--- src/rtl/mantissa_mul_seq.sv ---
// Sequential shift-add significand multiplier: one partial product per clock,
// fixed W-cycle latency, full product plus normalized fraction/sticky for rounding.
module mantissa_mul_seq #(
    parameter int W = 24
) (
    input  logic             clk,
    input  logic             init,
    input  logic             start,
    input  logic [W-1:0]     man1,
    input  logic [W-1:0]     man2,
    output logic             busy,
    output logic             out_en,
    output logic [2*W-1:0]   man_mul,
    output logic             inc_exp,
    output logic [W-2:0]     norm_man,
    output logic             sticky
);

    localparam int CW = (W > 1) ? $clog2(W) : 1;
    localparam logic [CW-1:0] LAST_C = CW'(W - 1);

    typedef enum logic [1:0] {
        ST_IDLE = 2'd0,
        ST_BUSY = 2'd1,
        ST_DONE = 2'd2
    } state_t;

    state_t           state_r;
    state_t           state_nx_s;
    logic [CW-1:0]    count_r;
    logic [W-1:0]     a_r;
    logic [W-1:0]     b_r;
    logic [2*W-1:0]   acc_r;
    logic [2*W-1:0]   man_mul_r;
    logic             busy_r;
    logic             out_en_r;

    logic             latch_s;
    logic             step_s;
    logic             finish_s;
    logic [2*W-1:0]   pp_s;
    logic [2*W-1:0]   acc_sum_s;

    // Partial product for the current multiplier bit and the running sum.
    always_comb begin
        pp_s = {(2*W){1'b0}};
        if (b_r[count_r]) begin
            pp_s = {{W{1'b0}}, a_r} << count_r;
        end else begin
            pp_s = {(2*W){1'b0}};
        end
        acc_sum_s = acc_r + pp_s;
    end

    // Next-state and control strobes.
    always_comb begin
        state_nx_s = state_r;
        latch_s    = 1'b0;
        step_s     = 1'b0;
        finish_s   = 1'b0;
        case (state_r)
            ST_IDLE: begin
                if (start) begin
                    latch_s    = 1'b1;
                    state_nx_s = ST_BUSY;
                end else begin
                    state_nx_s = ST_IDLE;
                end
            end
            ST_BUSY: begin
                step_s = 1'b1;
                if (count_r == LAST_C) begin
                    finish_s   = 1'b1;
                    state_nx_s = ST_DONE;
                end else begin
                    state_nx_s = ST_BUSY;
                end
            end
            ST_DONE: begin
                state_nx_s = ST_IDLE;
            end
            default: begin
                state_nx_s = ST_IDLE;
            end
        endcase
    end

    // State, operand latches, accumulator and registered result/flags.
    always_ff @(posedge clk) begin
        if (init) begin
            state_r   <= ST_IDLE;
            count_r   <= {CW{1'b0}};
            a_r       <= {W{1'b0}};
            b_r       <= {W{1'b0}};
            acc_r     <= {(2*W){1'b0}};
            man_mul_r <= {(2*W){1'b0}};
            busy_r    <= 1'b0;
            out_en_r  <= 1'b0;
        end else begin
            state_r  <= state_nx_s;
            busy_r   <= (state_nx_s != ST_IDLE);
            out_en_r <= finish_s;
            if (latch_s) begin
                a_r     <= man1;
                b_r     <= man2;
                acc_r   <= {(2*W){1'b0}};
                count_r <= {CW{1'b0}};
            end else if (step_s) begin
                acc_r <= acc_sum_s;
                if (finish_s) begin
                    // Result held here until the next completed multiply.
                    man_mul_r <= acc_sum_s;
                end else begin
                    count_r <= count_r + {{(CW-1){1'b0}}, 1'b1};
                end
            end else begin
                acc_r <= acc_r;
            end
        end
    end

    // Normalization select: product in [2,4) shifts one extra place.
    always_comb begin
        inc_exp  = man_mul_r[2*W-1];
        norm_man = {(W-1){1'b0}};
        sticky   = 1'b0;
        if (man_mul_r[2*W-1]) begin
            norm_man = man_mul_r[2*W-2:W];
            sticky   = |man_mul_r[W-1:0];
        end else begin
            norm_man = man_mul_r[2*W-3:W-1];
            sticky   = |man_mul_r[W-2:0];
        end
    end

    assign busy    = busy_r;
    assign out_en  = out_en_r;
    assign man_mul = man_mul_r;

endmodule

--- config.mk ---
export PLATFORM = sky130hd
export DESIGN_NAME = mantissa_mul_seq
export DESIGN_NICKNAME = d
export VERILOG_FILES = /design/src/rtl/mantissa_mul_seq.sv
export SDC_FILE = /design/constraint.sdc
export NUM_CORES = 1
export LEC_CHECK = 0
export ABC_AREA = 1
export ABC_CLOCK_PERIOD_IN_PS = 4070
export CAP_MARGIN = 5
export CORE_ASPECT_RATIO = 0.9
export CORE_MARGIN = 4
export CORE_UTILIZATION = 50
export CTS_CLUSTER_DIAMETER = 80
export DETAILED_ROUTE_END_ITERATION = 8
export GPL_TIMING_DRIVEN = 0
export HOLD_SLACK_MARGIN = 0.15
export PLACE_DENSITY_LB_ADDON = 0.3
export RECOVER_POWER = 100
export SLEW_MARGIN = 15
export SYNTH_ARGS = -nofsm -noshare
export SYNTH_HDL_FRONTEND = slang
export SYNTH_SLANG_ARGS = --single-unit
--- constraint.sdc ---
create_clock -name clk -period 4.07 [get_ports clk]
set_input_delay 0.814 -clock clk [delete_from_list [all_inputs] [get_ports clk]]
set_output_delay 0.814 -clock clk [all_outputs]
set_load 0.01 [all_outputs]
==> results of run 1 <==
==> report_power, final <==
group	total [mW]	internal (mW)	switching (mW)
combinational	0.782	0.268	0.514
sequential	1.60	1.56	0.0466
clock	1.66	0.887	0.771
total	4.04	2.71	1.33
==> metrics by stage <==
stage | setup slack [ps] | cells | setup TNS, ps
3_5_place_dp | -70.8 | 2658 | -70.8
6_report | 106 | 2692 | 0
2_1_floorplan | 1230 | 2226 | 0
4_1_cts | 16.3 | 2690 | 0
3_3_place_gp | -83.1 | 2658 | -83.1
5_1_grt | -38.4 | 2692 | -165
==> Yosys cell counts, types with 9 or more instances <==
| library cell | n |
|---|---|
| nand2_1 | 669 |
| inv_1 | 388 |
| nor2_1 | 345 |
| nand3_1 | 186 |
| dfxtp_1 | 152 |
| o21ai_0 | 114 |
| a21oi_1 | 65 |
| ha_1 | 48 |
| clkbuf_1 | 30 |
| o21ai_1 | 26 |
| nand4_1 | 22 |
| buf_2 | 21 |
| buf_1 | 20 |
| o211ai_1 | 16 |
| nor3_1 | 14 |
| or2_1 | 12 |
| xor2_1 | 12 |
| inv_2 | 9 |
==> state kept, by name, summed over array words and instances, names as in the netlist <==
register and cells:
b_r 24, man_mul 48, state_r 2, a_r 24
count_r 5, acc_r 48, busy 1
==> cell families (layout without fill, tap and decap cells) <==
group	after synthesis	after routing	synth area share (%)
compound gates	251	251	11.1
xor+xnor	14	14	0.993
fa+ha+maj	49	49	5.02
buf+inv	484	642	15.9
flops	152	152	24.6
simple gates	1276	1276	42.3
==> worst max-delay path, delay by kind of cell, from the launching register on <==
| kind | cells | cell delay (ps) |
|---|---|---|
| flops | 1 | 370 |
| compound gates | 2 | 330 |
| buf+inv | 5 | 500 |
| fa+ha+maj | 2 | 720 |
| simple gates | 14 | 1950 |
==> path summary, 6_finish.rpt <==
kind	start	endpoint	slack, ps	depth (start not counted)
hold reg to reg	acc_r[2]$_SDFFE_PP0P_	acc_r[2]$_SDFFE_PP0P_	480	2
setup reg to reg	count_r[0]$_SDFFE_PP0P_	man_mul[32]$_SDFFE_PP0P_	110	23
hold / removal	acc_r[2]$_SDFFE_PP0P_	acc_r[2]$_SDFFE_PP0P_	480	2
setup / recovery	count_r[0]$_SDFFE_PP0P_	man_mul[32]$_SDFFE_PP0P_	110	23
==> metal layers <==
| layer | vias to the layer above | wire length [µm] |
|---|---|---|
| li1 | 7153 | - |
| met1 | 6540 | 22500 |
| met2 | 693 | 20100 |
| met3 | 67 | 5080 |
| met4 | 2 | 1010 |
| met5 | - | 13 |
==> cell type report <==
class	instances	area (µm²)	area share [%]
Inverter	398	1500	10.2
Timing Repair Buffer	126	1260	8.51
Sequential cell	152	3040	20.6
Buffer	86	467	3.16
Clock buffer	18	439	2.98
Clock inverter	14	151	1.03
Tap cell	308	385	2.61
Multi-Input combinational cell	1590	7510	50.9
==> cells in the final DEF, fill, tap and decap left out, types with 5 or more instances in the layout <==
master / Yosys / routed
ha_1: 48 / 43
ha_2: 0 / 5
clkbuf_1: 30 / 34
a21o_1: 8 / 8
nand3_1: 186 / 175
o21ai_0: 114 / 110
clkdlybuf4s50_1: 0 / 53
xor2_1: 12 / 12
nand4_1: 22 / 22
nand3_2: 3 / 14
o21ai_1: 26 / 25
o21ai_2: 2 / 7
nand2_2: 4 / 6
clkbuf_16: 0 / 17
or2_1: 12 / 12
inv_6: 1 / 7
o21a_1: 5 / 5
nor2_1: 345 / 331
buf_1: 20 / 13
buf_2: 21 / 21
dlygate4sd3_1: 0 / 71
nor3_1: 14 / 12
inv_1: 388 / 391
o211ai_1: 16 / 16
dfxtp_1: 152 / 151
nor2_2: 2 / 15
buf_6: 8 / 8
nand2_1: 669 / 666
a21oi_1: 65 / 64
buf_4: 4 / 6
inv_2: 9 / 6
==> repair_timing <==
action | CTS | global route
pin swaps | 0 | 3
buffers inserted | 0 | 2
endpoints found under the setup margin | 1 | 40
gates resized for setup | 1 | 58
hold buffers | 0 | 0
gates cloned | 0 | 0
==> results.json, run 1 <==
{
  "pwr_density_cell_nw_per_um2": 274,
  "hold_ws_ps": 481,
  "antenna_cells": 0,
  "nFillCells": 2446,
  "yosysTopAreaCell": "dfxtp_1",
  "wirelength_um": 48700,
  "setup_viol": 0,
  "grt_pass1_vias": 13345,
  "ys_warn_count": 0,
  "io_pins": 126,
  "cts_buffer_depth": 2,
  "num_rows": 54,
  "slowest_stage": "fa_2",
  "track_usage_pct": 34.9,
  "final_util_pct": 60.8,
  "drt-wirelength-per-cell_um": 18.1,
  "cp_max_fo": 10,
  "outcome": "completed",
  "cts_max_level": 4,
  "worstMarginPinSlew_ps": 1030,
  "use_met2_pct": 53.4,
  "grt_pass1_wl_um": 73400,
  "crit_chain": "buf_6 > inv_6 > buf_6 > o21ai_0 > o22ai_2 > nand3_1 > nand3_2 > nand3_1 > inv_1 > ha_1 > fa_2 > nand3_1 > nand3_1 > nand2_1 > nand2_1 > nand2_1 > nand3_2 > nand2_1 > nand2_1 > nand2_1 > nand3_1 > nand2_1 > inv_1",
  "slew_viol_final": 0,
  "synth_flop_cell": "dfxtp_1",
  "path_clk_slew_ps": 70,
  "syn-cell-area_um2": 12400,
  "tritoncts": "built",
  "antenna_found_initial": 1,
  "drt_iter0_drc": 1734,
  "hold_class": "register to register",
  "path_common_cell": "nand2_1",
  "grt_overflow": 0,
  "gp_congestion": 1.02,
  "drcViolationCount": 0,
  "cts_root_buf": "clkbuf_16",
  "cp-start-kind": "register",
  "nets": 2471,
  "max_freq_mhz": 252,
  "path_class": "register to register",
  "max_stage_delay_ps": 440,
  "clock-sinks": 152,
  "place_hpwl_um": 39300,
  "core-area_um2": 24300,
  "ir_drop_mv": 0.423,
  "synth_edf_count": 0,
  "syn_nets": 2326,
  "final_area_um2": 14800,
  "die_w_um": 174,
  "grt_use_met1_pct": 50.9,
  "io_buffers": 124,
  "grt_start_max_net_pins": 17,
  "synth_top_area_share_pct": 24.6,
  "skew_ps": 17.1,
  "synthTopCellsByArea": "dfxtp_1 (25%), nand2_1 (20%), inv_1 (12%)",
  "final-hold-violation-count": 0,
  "maxCapViolations": 0,
  "clk_latency_ps": 450,
  "cts_buffers": 17,
  "worstPathRequired_ps": 4420,
  "arrival_ps": 4310,
  "ys_seq_area_share_pct": 24.6,
  "layout-drive-gt1-share_pct": 6.04,
  "finalCritPeriodShare_pct": 97.4,
  "netlist_instances": 2226,
  "grtUsageMet3_pct": 7.06,
  "dieArea_um2": 27300,
  "min_period_ps": 3960,
  "syn_area_per_cell_um2": 5.55,
  "first_pass_iters": 5,
  "die_y_um": 157,
  "vias": 14455,
  "busiest_layer": "met2",
  "place_area_um2": 14000,
  "synthArstFlopShare_pct": 0,
  "synth-seq-cells": 152,
  "p_leak_nw": 7.91,
  "cp-end-kind": "register",
  "p_total_mw": 4.04,
  "ant_nets": 0,
  "max_slew_margin_pct": 31.6,
  "start_util_pct": 50.9,
  "vias_per_cell": 5.37,
  "synth_cell_types": 47,
  "area_delta_synth_final_pct": 19.5
}
Note: power is estimated with default switching activity, not from simulation.
==> run 2: changes to the inputs <==
--- a/config.mk
+++ b/config.mk
@@ -6,7 +6,7 @@
 export NUM_CORES = 1
 export LEC_CHECK = 0
 export ABC_AREA = 1
-export ABC_CLOCK_PERIOD_IN_PS = 4070
+export ABC_CLOCK_PERIOD_IN_PS = 3400
 export CAP_MARGIN = 5
 export CORE_ASPECT_RATIO = 0.9
 export CORE_MARGIN = 4
==> constraint.sdc (replaced) <==
create_clock -name clk -period 3.4 [get_ports clk]
set_input_delay 0.68 -clock clk [delete_from_list [all_inputs] [get_ports clk]]
set_output_delay 0.68 -clock clk [all_outputs]
set_load 0.01 [all_outputs]
==> run 2 against run 1 <==
- the flow now finishes with violations (setup timing)
- via count is 5.4% higher
- clock power is 20% higher
- sequential power is 21% higher
- non-clock buffer count is 58 higher
- critical path type unchanged
- global-route usage is 0.98 points higher
- first-iteration DRC count is 6.5% higher
- maximum frequency is 15% higher
- largest cell class unchanged
- combinational power is 60% higher
- worst hold slack worse by 1.3 ps
- sequential share of layout area is 3.3 points lower
==> results.json, run 2 (synthesis gave the netlist of run 1 again) <==
{
  "max_freq_mhz": 289,
  "ir_drop_mv": 0.522,
  "tritoncts": "built",
  "slowest_stage": "fa_1",
  "pwr_density_cell_nw_per_um2": 294,
  "cts_buffers": 17,
  "drcViolationCount": 0,
  "outcome": "finished with violations",
  "io_buffers": 124,
  "io_pins": 126,
  "maxCapViolations": 0,
  "cp_max_fo": 8,
  "max_slew_margin_pct": 29.3,
  "layout_commonest_cell": "nand2_1",
  "cp-start-kind": "register",
  "rsz0062_at_grt": "yes",
  "slew_viol_final": 0,
  "setup_viol": 19,
  "path_clk_slew_ps": 70,
  "clock-sinks": 152,
  "p_leak_nw": 8.72,
  "finalCritPeriodShare_pct": 102,
  "track_usage_pct": 35.9,
  "cts_max_level": 4,
  "antenna_found_initial": 1,
  "drt-wirelength-per-cell_um": 19.1,
  "hold_class": "register to register",
  "worstPathRequired_ps": 3740,
  "grt_start_max_net_pins": 17,
  "place_hpwl_um": 39300,
  "die_w_um": 174,
  "vias_per_cell": 5.54,
  "area_delta_synth_final_pct": 42.6,
  "fin_ws_ps": -56.1,
  "num_rows": 54,
  "die_y_um": 157,
  "clk_latency_ps": 450,
  "cp-end-kind": "register",
  "holdBufCountCts": 0,
  "arrival_ps": 3800,
  "core-area_um2": 24300,
  "wirelength_um": 52600,
  "drt_iter0_drc": 1846,
  "vias": 15238,
  "grt_pass1_wl_um": 75900,
  "first_pass_iters": 6,
  "ant_nets": 0,
  "gp_congestion": 1.02,
  "path_class": "register to register",
  "skew_ps": 14.3,
  "grt_pass1_vias": 13742,
  "crit_chain": "buf_12 > clkinv_8 > o21ai_0 > o21ai_1 > nand2_1 > nand2_1 > nand2_1 > nand3_4 > nand3_1 > inv_1 > ha_4 > fa_1 > nand3_2 > nand3_4 > nand2_1 > nand2_2 > nand2_2 > nand3_4 > nand2_2 > nand2_1 > nand2_1 > nand3_2 > nand2_1 > inv_1",
  "min_period_ps": 3460,
  "dieArea_um2": 27300,
  "path_common_cell": "nand2_1",
  "hold_ws_ps": 479,
  "nets": 2530,
  "cts_buffer_depth": 2,
  "max_stage_delay_ps": 500,
  "grt_overflow": 0,
  "final_util_pct": 72.6,
  "final_cell_mix": "nand2_1 (517), inv_1 (333), nor2_1 (272), dfxtp_1 (150), nand2_2 (120)",
  "p_total_mw": 5.18,
  "layout-drive-gt1-share_pct": 25.3,
  "final-hold-violation-count": 0,
  "dp_slack_ps": -741,
  "worstMarginPinSlew_ps": 1060,
  "cts_root_buf": "clkbuf_16",
  "violations": "setup timing",
  "start_util_pct": 50.9
}
## run 2: changes by cell type in the layout (fill, tap and decap cells not counted), moves of 35 or more
cell,before,now
inv_1,391,333
nand2_2,6,120
ha_4,0,39
nor2_1,331,272
ha_1,43,6
nor2_4,2,48
nand3_2,14,49
inv_2,6,63
nand2_1,666,517
buf_4,6,57
nand3_1,175,117
## run 2: area by class of cell
cell class | instances | area (µm²)
Antenna cell | 1 | 2.50
Buffer | 86 | 543
Clock buffer | 18 | 439
Clock inverter | 14 | 151
Fill cell | 2051 | 6640
Inverter | 398 | 1510
Multi-Input combinational cell | 1590 | 9720
Sequential cell | 152 | 3050
Tap cell | 308 | 385
Timing Repair Buffer | 184 | 1820
Timing Repair inverter | 1 | 8.76
## run 2: metal layers
metal | vias to the layer above | routed length, µm | part of all wire (%) | global-route usage (%)
met4 | 0 | 1490 | 2.8 | 8.22
li1 | 7307 | - | - | -
met1 | 7043 | 22700 | 43 | 52.0
met2 | 777 | 22500 | 43 | 55.6
met5 | - | 0 | 0 | 0
met3 | 111 | 5830 | 11 | 6.94
## run 2: what timing repair did
action | in CTS | in global routing
endpoints found under the setup margin | 78 | 78
resized for setup | 259 | 388
pin swaps | 40 | 151
buffers inserted | 15 | 41
gates cloned | 0 | 5
## run 2: metrics by stage
| stage | setup TNS [ps] | area (µm²) | cells |
|---|---|---|---|
| floorplan | 0 | 12400 | 2226 |
| global placement | -20540 | 14000 | 2658 |
| finish | -557 | 17600 | 2752 |
| CTS | -69.7 | 15800 | 2705 |
| global route | -5630 | 17600 | 2751 |
| detailed placement | -23260 | 14000 | 2658 |
## run 2: path summary, 6_finish.rpt
path | startpoint | endpoint | slack [ps] | cells after the start
worst max-delay path | count_r[0]$_SDFFE_PP0P_ | man_mul[32]$_SDFFE_PP0P_ | -60 | 24
worst min-delay path | acc_r[2]$_SDFFE_PP0P_ | acc_r[2]$_SDFFE_PP0P_ | 480 | 2
worst max register to register | count_r[0]$_SDFFE_PP0P_ | man_mul[32]$_SDFFE_PP0P_ | -60 | 24
worst min register to register | acc_r[2]$_SDFFE_PP0P_ | acc_r[2]$_SDFFE_PP0P_ | 480 | 2
## run 2: where the power goes
part	internal [mW]	switching (mW)
combinational	0.486	0.768
sequential	1.86	0.0737
clock	1.06	0.923
total	3.41	1.76
## run 2: critical path: cells and delay by family, from the launching register on
family	cells	cell delay [ps]
simple gates	16	1580
flops	1	360
compound gates	2	360
fa+ha+maj	2	690
buf+inv	4	360
